<file path="config.mk">
export PLATFORM = sky130hd
export DESIGN_NAME = wb_link_arbiter_flat
export DESIGN_NICKNAME = d
export VERILOG_FILES = /design/src/rtl/wb_link_arbiter_if.sv /design/src/rtl/wb_link_arbiter.sv /design/src/flat_wrapper.sv
export SDC_FILE = /design/constraint.sdc
export NUM_CORES = 1
export LEC_CHECK = 0
export ABC_AREA = 0
export CAP_MARGIN = 5
export CORE_AREA = 2 2 156 158
export DETAILED_ROUTE_END_ITERATION = 8
export DIE_AREA = 0 0 158 160
export PLACE_DENSITY = 0.75
export SLEW_MARGIN = 20
export SYNTH_ARGS = -nofsm -noshare
export SYNTH_HDL_FRONTEND = slang
export SYNTH_SLANG_ARGS = --single-unit
export TNS_END_PERCENT = 30
</file>
<file path="constraint.sdc">
create_clock -name clk_link -period 2.7 [get_ports clk_link]
set_input_delay 0.81 -clock clk_link [delete_from_list [all_inputs] [get_ports clk_link]]
set_output_delay 0.81 -clock clk_link [all_outputs]
set_load 0.02 [all_outputs]
</file>
<file path="src/rtl/wb_link_arbiter_if.sv">
// Requester-side and Wishbone-master-side signals of the link arbiter.
// "slave" is the arbiter's view; "master" is the view of the requesters plus the wb master.
interface wb_link_arbiter_if #(
    parameter int NREQ = 4
);
    logic [NREQ-1:0]      req_valid;
    logic [NREQ-1:0]      req_we;
    logic [5*NREQ-1:0]    req_target;
    logic [18*NREQ-1:0]   req_addr;
    logic [32*NREQ-1:0]   req_wdata;
    logic [NREQ-1:0]      req_done;
    logic                 req_error;
    logic [31:0]          rsp_rdata;
    logic [1:0]           rsp_code;

    logic                 wb_str;
    logic                 wb_we;
    logic [4:0]           wb_target;
    logic [17:0]          wb_addr;
    logic [31:0]          wb_dato;
    logic                 wb_reset;
    logic                 wb_ack;
    logic                 wb_err;
    logic [31:0]          wb_dati;

    modport slave (
        input  req_valid, req_we, req_target, req_addr, req_wdata,
        input  wb_ack, wb_err, wb_dati,
        output req_done, req_error, rsp_rdata, rsp_code,
        output wb_str, wb_we, wb_target, wb_addr, wb_dato, wb_reset
    );

    modport master (
        output req_valid, req_we, req_target, req_addr, req_wdata,
        output wb_ack, wb_err, wb_dati,
        input  req_done, req_error, rsp_rdata, rsp_code,
        input  wb_str, wb_we, wb_target, wb_addr, wb_dato, wb_reset
    );
endinterface

</file>
<file path="src/rtl/wb_link_arbiter.sv">
// Round-robin arbiter/sequencer for the single-transaction link master; grant->req_done = ack latency + 2 cycles.
// Requesters hold req_valid until req_done; one bus cycle at a time, retried on wb_err, timed out with a master reset.
module wb_link_arbiter #(
    parameter int NREQ           = 4,
    parameter int TIMEOUT_CYCLES = 4095,
    parameter int MAX_RETRY      = 2,
    parameter int RECOVER_CYCLES = 16
) (
    input  logic                clk_link,
    input  logic                reset,
    input  logic                enable,
    wb_link_arbiter_if.slave    bus,
    output logic                busy,
    output logic [2:0]          owner,
    output logic [15:0]         timeout_count,
    output logic [15:0]         retry_count
);
    typedef enum logic [1:0] {IDLE, ISSUE, GAP, RECOVER} state_t;

    localparam logic [15:0] TO_LAST   = 16'(TIMEOUT_CYCLES - 1);
    localparam logic [15:0] REC_LAST  = 16'(RECOVER_CYCLES - 1);
    localparam logic [3:0]  RETRY_MAX = 4'(MAX_RETRY);
    localparam logic [2:0]  LAST_REQ  = 3'(NREQ - 1);

    state_t      state;
    logic [2:0]  ptr;
    logic [15:0] dur;
    logic [3:0]  retries;

    logic [7:0]  valid8;
    logic [7:0]  we8;
    logic [4:0]  tgt_a  [8];
    logic [17:0] addr_a [8];
    logic [31:0] wdat_a [8];

    logic        gnt_found;
    logic [2:0]  gnt_idx;
    logic        fin;
    logic [1:0]  fin_code;

    assign valid8 = 8'(bus.req_valid);
    assign we8    = 8'(bus.req_we);
    assign busy   = (state != IDLE);

    for (genvar i = 0; i < 8; i++) begin : g_fld
        if (i < NREQ) begin : g_on
            assign tgt_a[i]  = bus.req_target[5*i +: 5];
            assign addr_a[i] = bus.req_addr[18*i +: 18];
            assign wdat_a[i] = bus.req_wdata[32*i +: 32];
        end else begin : g_off
            assign tgt_a[i]  = '0;
            assign addr_a[i] = '0;
            assign wdat_a[i] = '0;
        end
    end

    // First valid requester at or after the pointer, wrapping at NREQ.
    always_comb begin
        gnt_found = 1'b0;
        gnt_idx   = 3'd0;
        for (int k = 0; k < NREQ; k++) begin
            if (!gnt_found && valid8[3'((int'(ptr) + k) % NREQ)]) begin
                gnt_found = 1'b1;
                gnt_idx   = 3'((int'(ptr) + k) % NREQ);
            end
        end
    end

    // wb_err wins over a simultaneous wb_ack.
    always_comb begin
        fin      = 1'b0;
        fin_code = 2'd0;
        case (state)
            ISSUE: begin
                if (bus.wb_err) begin
                    if (retries >= RETRY_MAX) begin
                        fin      = 1'b1;
                        fin_code = 2'd1;
                    end
                end else if (bus.wb_ack) begin
                    fin = 1'b1;
                end
            end
            RECOVER: begin
                if (dur == REC_LAST) begin
                    fin      = 1'b1;
                    fin_code = 2'd2;
                end
            end
            default: ;
        endcase
    end

    always_ff @(posedge clk_link) begin
        if (reset) begin
            state          <= IDLE;
            ptr            <= 3'd0;
            dur            <= 16'd0;
            retries        <= 4'd0;
            owner          <= 3'd0;
            timeout_count  <= 16'd0;
            retry_count    <= 16'd0;
            bus.req_done   <= '0;
            bus.req_error  <= 1'b0;
            bus.rsp_code   <= 2'd0;
            bus.rsp_rdata  <= 32'd0;
            bus.wb_str     <= 1'b0;
            bus.wb_we      <= 1'b0;
            bus.wb_target  <= 5'd0;
            bus.wb_addr    <= 18'd0;
            bus.wb_dato    <= 32'd0;
            bus.wb_reset   <= 1'b0;
        end else begin
            bus.req_done  <= '0;
            bus.req_error <= 1'b0;
            bus.rsp_code  <= 2'd0;

            if (fin) begin
                bus.req_done  <= NREQ'(1) << owner;
                bus.req_error <= (fin_code != 2'd0);
                bus.rsp_code  <= fin_code;
                ptr           <= (owner == LAST_REQ) ? 3'd0 : owner + 3'd1;
                state         <= IDLE;
                bus.wb_str    <= 1'b0;
                bus.wb_reset  <= 1'b0;
            end

            case (state)
                IDLE: begin
                    // The requester still sees its req_valid high during the done pulse, so skip that cycle.
                    if (enable && gnt_found && !(|bus.req_done)) begin
                        owner         <= gnt_idx;
                        bus.wb_we     <= we8[gnt_idx];
                        bus.wb_target <= tgt_a[gnt_idx];
                        bus.wb_addr   <= addr_a[gnt_idx];
                        bus.wb_dato   <= wdat_a[gnt_idx];
                        retries       <= 4'd0;
                        dur           <= 16'd0;
                        bus.wb_str    <= 1'b1;
                        state         <= ISSUE;
                    end
                end
                ISSUE: begin
                    dur <= dur + 16'd1;
                    if (bus.wb_err) begin
                        if (retries < RETRY_MAX) begin
                            retries    <= retries + 4'd1;
                            bus.wb_str <= 1'b0;
                            state      <= GAP;
                            if (retry_count != 16'hFFFF) retry_count <= retry_count + 16'd1;
                        end
                    end else if (bus.wb_ack) begin
                        if (!bus.wb_we) bus.rsp_rdata <= bus.wb_dati;
                    end else if (dur == TO_LAST) begin
                        bus.wb_str   <= 1'b0;
                        bus.wb_reset <= 1'b1;
                        dur          <= 16'd0;
                        state        <= RECOVER;
                        if (timeout_count != 16'hFFFF) timeout_count <= timeout_count + 16'd1;
                    end
                end
                GAP: begin
                    bus.wb_str <= 1'b1;
                    dur        <= 16'd0;
                    state      <= ISSUE;
                end
                RECOVER: begin
                    dur <= dur + 16'd1;
                end
                default: state <= IDLE;
            endcase
        end
    end
endmodule

</file>
<file path="src/flat_wrapper.sv">
// flat-port wrapper written by rule: the top's interface ports become plain ports
module wb_link_arbiter_flat 
#(
    parameter int NREQ           = 4,
    parameter int TIMEOUT_CYCLES = 4095,
    parameter int MAX_RETRY      = 2,
    parameter int RECOVER_CYCLES = 16
)
  (clk_link, reset, enable, busy, owner, timeout_count, retry_count, bus_req_valid, bus_req_we, bus_req_target, bus_req_addr, bus_req_wdata, bus_wb_ack, bus_wb_err, bus_wb_dati, bus_req_done, bus_req_error, bus_rsp_rdata, bus_rsp_code, bus_wb_str, bus_wb_we, bus_wb_target, bus_wb_addr, bus_wb_dato, bus_wb_reset);
  wb_link_arbiter_if #(.NREQ(NREQ)) bus_i ();
  input  logic clk_link;
  input  logic reset;
  input  logic enable;
  output logic busy;
  output logic [2:0] owner;
  output logic [15:0] timeout_count;
  output logic [15:0] retry_count;
  input wire logic [$bits(bus_i.req_valid)-1:0] bus_req_valid;
  input wire logic [$bits(bus_i.req_we)-1:0] bus_req_we;
  input wire logic [$bits(bus_i.req_target)-1:0] bus_req_target;
  input wire logic [$bits(bus_i.req_addr)-1:0] bus_req_addr;
  input wire logic [$bits(bus_i.req_wdata)-1:0] bus_req_wdata;
  input wire logic [$bits(bus_i.wb_ack)-1:0] bus_wb_ack;
  input wire logic [$bits(bus_i.wb_err)-1:0] bus_wb_err;
  input wire logic [$bits(bus_i.wb_dati)-1:0] bus_wb_dati;
  output wire logic [$bits(bus_i.req_done)-1:0] bus_req_done;
  output wire logic [$bits(bus_i.req_error)-1:0] bus_req_error;
  output wire logic [$bits(bus_i.rsp_rdata)-1:0] bus_rsp_rdata;
  output wire logic [$bits(bus_i.rsp_code)-1:0] bus_rsp_code;
  output wire logic [$bits(bus_i.wb_str)-1:0] bus_wb_str;
  output wire logic [$bits(bus_i.wb_we)-1:0] bus_wb_we;
  output wire logic [$bits(bus_i.wb_target)-1:0] bus_wb_target;
  output wire logic [$bits(bus_i.wb_addr)-1:0] bus_wb_addr;
  output wire logic [$bits(bus_i.wb_dato)-1:0] bus_wb_dato;
  output wire logic [$bits(bus_i.wb_reset)-1:0] bus_wb_reset;
  assign bus_i.req_valid = bus_req_valid;
  assign bus_i.req_we = bus_req_we;
  assign bus_i.req_target = bus_req_target;
  assign bus_i.req_addr = bus_req_addr;
  assign bus_i.req_wdata = bus_req_wdata;
  assign bus_i.wb_ack = bus_wb_ack;
  assign bus_i.wb_err = bus_wb_err;
  assign bus_i.wb_dati = bus_wb_dati;
  assign bus_req_done = bus_i.req_done;
  assign bus_req_error = bus_i.req_error;
  assign bus_rsp_rdata = bus_i.rsp_rdata;
  assign bus_rsp_code = bus_i.rsp_code;
  assign bus_wb_str = bus_i.wb_str;
  assign bus_wb_we = bus_i.wb_we;
  assign bus_wb_target = bus_i.wb_target;
  assign bus_wb_addr = bus_i.wb_addr;
  assign bus_wb_dato = bus_i.wb_dato;
  assign bus_wb_reset = bus_i.wb_reset;
  wb_link_arbiter #(.NREQ(NREQ), .TIMEOUT_CYCLES(TIMEOUT_CYCLES), .MAX_RETRY(MAX_RETRY), .RECOVER_CYCLES(RECOVER_CYCLES)) u_core (.clk_link(clk_link), .reset(reset), .enable(enable), .bus(bus_i), .busy(busy), .owner(owner), .timeout_count(timeout_count), .retry_count(retry_count));
endmodule
</file>
==> impl_metrics.yaml <==
outcome:
  status: "complete, no violations"
timing:
  slew_headroom_pct: 54.7
  min_period_over_period_pct: 96.2
  period_needed_ns: 2.60
  grt_setup_unrepaired: "no"
  tightest_slew_ns: 0.674
  setup_tns_ns: 0
  hold_viol: 0
  setup_viol: 0
  fmax_mhz: 385
  maxSlewViolCount: 0
  fin_skew_ns: 0.0126
clocking:
  clock_path_buffers: 2
  cts-buffers-inserted: 17
  post-cts-setup-buffer-count: 0
  post_cts_resized: 0
  clk_pin_slew_ns: 0.06
  cts_root_buf: "clkbuf_16"
  cts_tree: "done"
  clk-insertion-delay-late_ns: 0.43
  ctsHtreeMaxLevel: 4
  clock-sinks: 155
  cts_hold_buf: 0
power:
  powerDensity_mw_per_mm2: 475
  p_leak_nw: 4.78
  finalPower_mw: 6.30
  ir_worst_vdd_mv: 0.374
yosys:
  yosysWarningCount: 0
  synthArstFlopShare_pct: 0
  syn-instance-count: 838
  synth-main-ff-cell: "dfxtp_1"
  ys_seq_elements: 155
  synth_area_sq_mm: 0.00802
  ys_types: 59
  synth_edf_count: 0
  avgSynthCellArea_sq_um: 9.57
  syn_nets: 1110
  ys_seq_area_share_pct: 38.7
worst_setup_path:
  r2r-end: "u_core.bus.req_done[2]"
  max_stage_delay_ns: 0.62
  endpoint_kind: "output pin"
  r2r_setup_slack_ns: 0.63
  critPathLaunchType: "register"
  path_buf_inv: 2
  worstRegToRegCells: 7
  critical_path.top_delay_family: "buffers and inverters"
  path_class: "register to output pin"
  crit_required_ns: 1.89
  worstPathMaxFanout: 3
  path_cells: "nor2_1 > clkinv_1 > clkdlybuf4s50_1"
  rr_startpoint: "u_core.retries[0]"
  worstPathArrival_ns: 1.79
  cp_slowest_cell: "clkdlybuf4s50_1"
drt:
  drcViolationCount: 0
  via_per_inst: 5.05
  drt.antenna.violating_nets: 0
  drt-total-wl_um: 28700
  first_pass_iters: 5
  routedWlPerCell_um: 18.0
  detail_route.iter0.violations: 337
  via_count: 8023
grt:
  track_usage_pct: 22.0
  grt_pass1_wl_um: 43300
  grt_max_degree: 49
  grt_antenna_before_repair: 2
  grt.overflow.total: 0
  grt_pass1_vias: 7788
layout:
  instances_no_fill: 1590
  layout.nets: 1524
  syn_to_final_growth_pct: 65.5
  drive_above_1_share_pct: 11.5
die:
  dieArea_sq_mm: 0.0253
  start_util_pct: 33.7
  boundaryPins: 398
  die_width_um: 158
  die-height_um: 160
  rows: 57
  fp.coreArea_sq_mm: 0.0238
placement:
  place_hpwl_um: 22300
  placed_cells: 1557
  gp_congestion: 0.813
  io_buffers: 396
min_path:
  min_path_type: "register to register"
  hold_path_end: "u_core.bus.rsp_rdata[23]"
  min_from: "u_core.bus.rsp_rdata[23]"
  whs_path_depth: 2
job:
  maxCapViolCount: 0
[cells by family (layout without fill, tap and decap cells)]
family / after synthesis / after routing / share of synthesized area [%]
other: 1 / 2 / 0.0467
AO/OA/AOI/OAI: 145 / 145 / 15.5
XOR/XNOR: 23 / 23 / 2.51
flip-flops: 155 / 155 / 38.7
adder cells (fa/ha/maj): 7 / 7 / 1.09
multiplexers: 121 / 121 / 15.2
AND/OR/NAND/NOR: 312 / 312 / 22.2
buffers and inverters: 74 / 501 / 4.76
[cell usage in the layout, fill, tap and decap left out, types with 40 or more instances in the layout]
cell | netlist | routed
buf_4 | 2 | 46
a21oi_1 | 58 | 58
nor2_1 | 46 | 46
dfxtp_1 | 155 | 155
clkdlybuf4s50_1 | 0 | 395
mux2i_1 | 115 | 115
o221ai_2 | 40 | 40
nand2_1 | 83 | 83
nand3b_1 | 58 | 58
[power breakdown]
part           internal (mW)  switching, mW  total [mW]
registers               2.40         0.0698        2.47
logic                  0.834          0.653        1.49
clock network           1.32           1.04        2.35
[worst max path at each step]
| stage | startpoint | cells past startpoint | slack, ns | to |
|---|---|---|---|---|
| floorplan | bus_req_valid[0] | 7 | 0.36 | u_core.bus.wb_addr[11] |
| global placement | bus_req_valid[0] | 7 | -0.22 | u_core.dur[4] |
| finish | u_core.state[0] | 3 | 0.10 | busy |
| detailed placement | bus_req_valid[0] | 7 | -0.26 | u_core.bus.wb_addr[3] |
| CTS | u_core.state[0] | 3 | 0.12 | busy |
| global route | u_core.state[0] | 3 | 0.07 | busy |
[state kept, by name, summed over array words and instances (netlist names)]
register / count
u_core.bus.rsp_rdata: 32
u_core.bus.wb_dato: 32
u_core.bus.wb_addr: 18
u_core.dur: 16
u_core.retry_count: 16
u_core.timeout_count: 16
u_core.bus.wb_target: 5
u_core.bus.req_done: 4
u_core.retries: 4
u_core.bus.rsp_code: 2
u_core.owner: 2
u_core.ptr: 2
u_core.state: 2
u_core.bus.req_error: 1
u_core.bus.wb_reset: 1
u_core.bus.wb_str: 1
u_core.bus.wb_we: 1
[tightest hold or removal path: stages (launching register included)]
cell     delay, ns
dfxtp_1       0.31
nand2_1       0.05
a21oi_1       0.05
[area by class of cell]
| type | instances | area [sq um] |
|---|---|---|
| antenna | 1 | 2.50 |
| clock buffer | 19 | 443 |
| clock inverter | 13 | 130 |
| fill | 2164 | 10500 |
| inverter | 14 | 52.6 |
| multi-input combinational | 609 | 4560 |
| sequential | 155 | 3100 |
| tap | 324 | 405 |
| timing repair buffer | 455 | 4580 |
[metrics by stage]
step	instance area, sq um	worst slack, ns	hold slack (ns)	util, %
floorplan	8020	0.356	0.449	-
global placement	12700	-0.217	0.440	53.3
detailed placement	12700	-0.261	0.445	53.3
CTS	13300	0.121	0.454	55.7
global route	13300	0.0670	0.474	55.7
finish	13300	0.102	0.453	55.7
[Yosys cell counts, drive strengths merged, types with 14 or more instances]
library cell	instances	share of area, %
or3	17	1.3
and3	14	1.1
o21ai	14	0.87
nand3b	59	5.6
mux2i	115	14
buf	32	2.8
nor2	46	2.2
dfxtp	155	39
o221ai	56	9.2
nand2	84	4.0
nor3	17	1.1
xnor2	17	1.9
a21oi	58	3.6
nand3	15	0.94
clkbuf	28	1.3
[routing by layer]
| metal | up-vias | share of wire [%] | global-route usage (%) |
|---|---|---|---|
| met3 | 43 | 8.9 | 7.06 |
| met2 | 279 | 48 | 37.5 |
| met4 | 2 | 2.8 | 7.78 |
| met1 | 3774 | 40 | 25.9 |
| met5 | - | 0.045 | 0 |
| li1 | 3925 | - | - |
No activity file was read; power rests on OpenSTA's default activity.
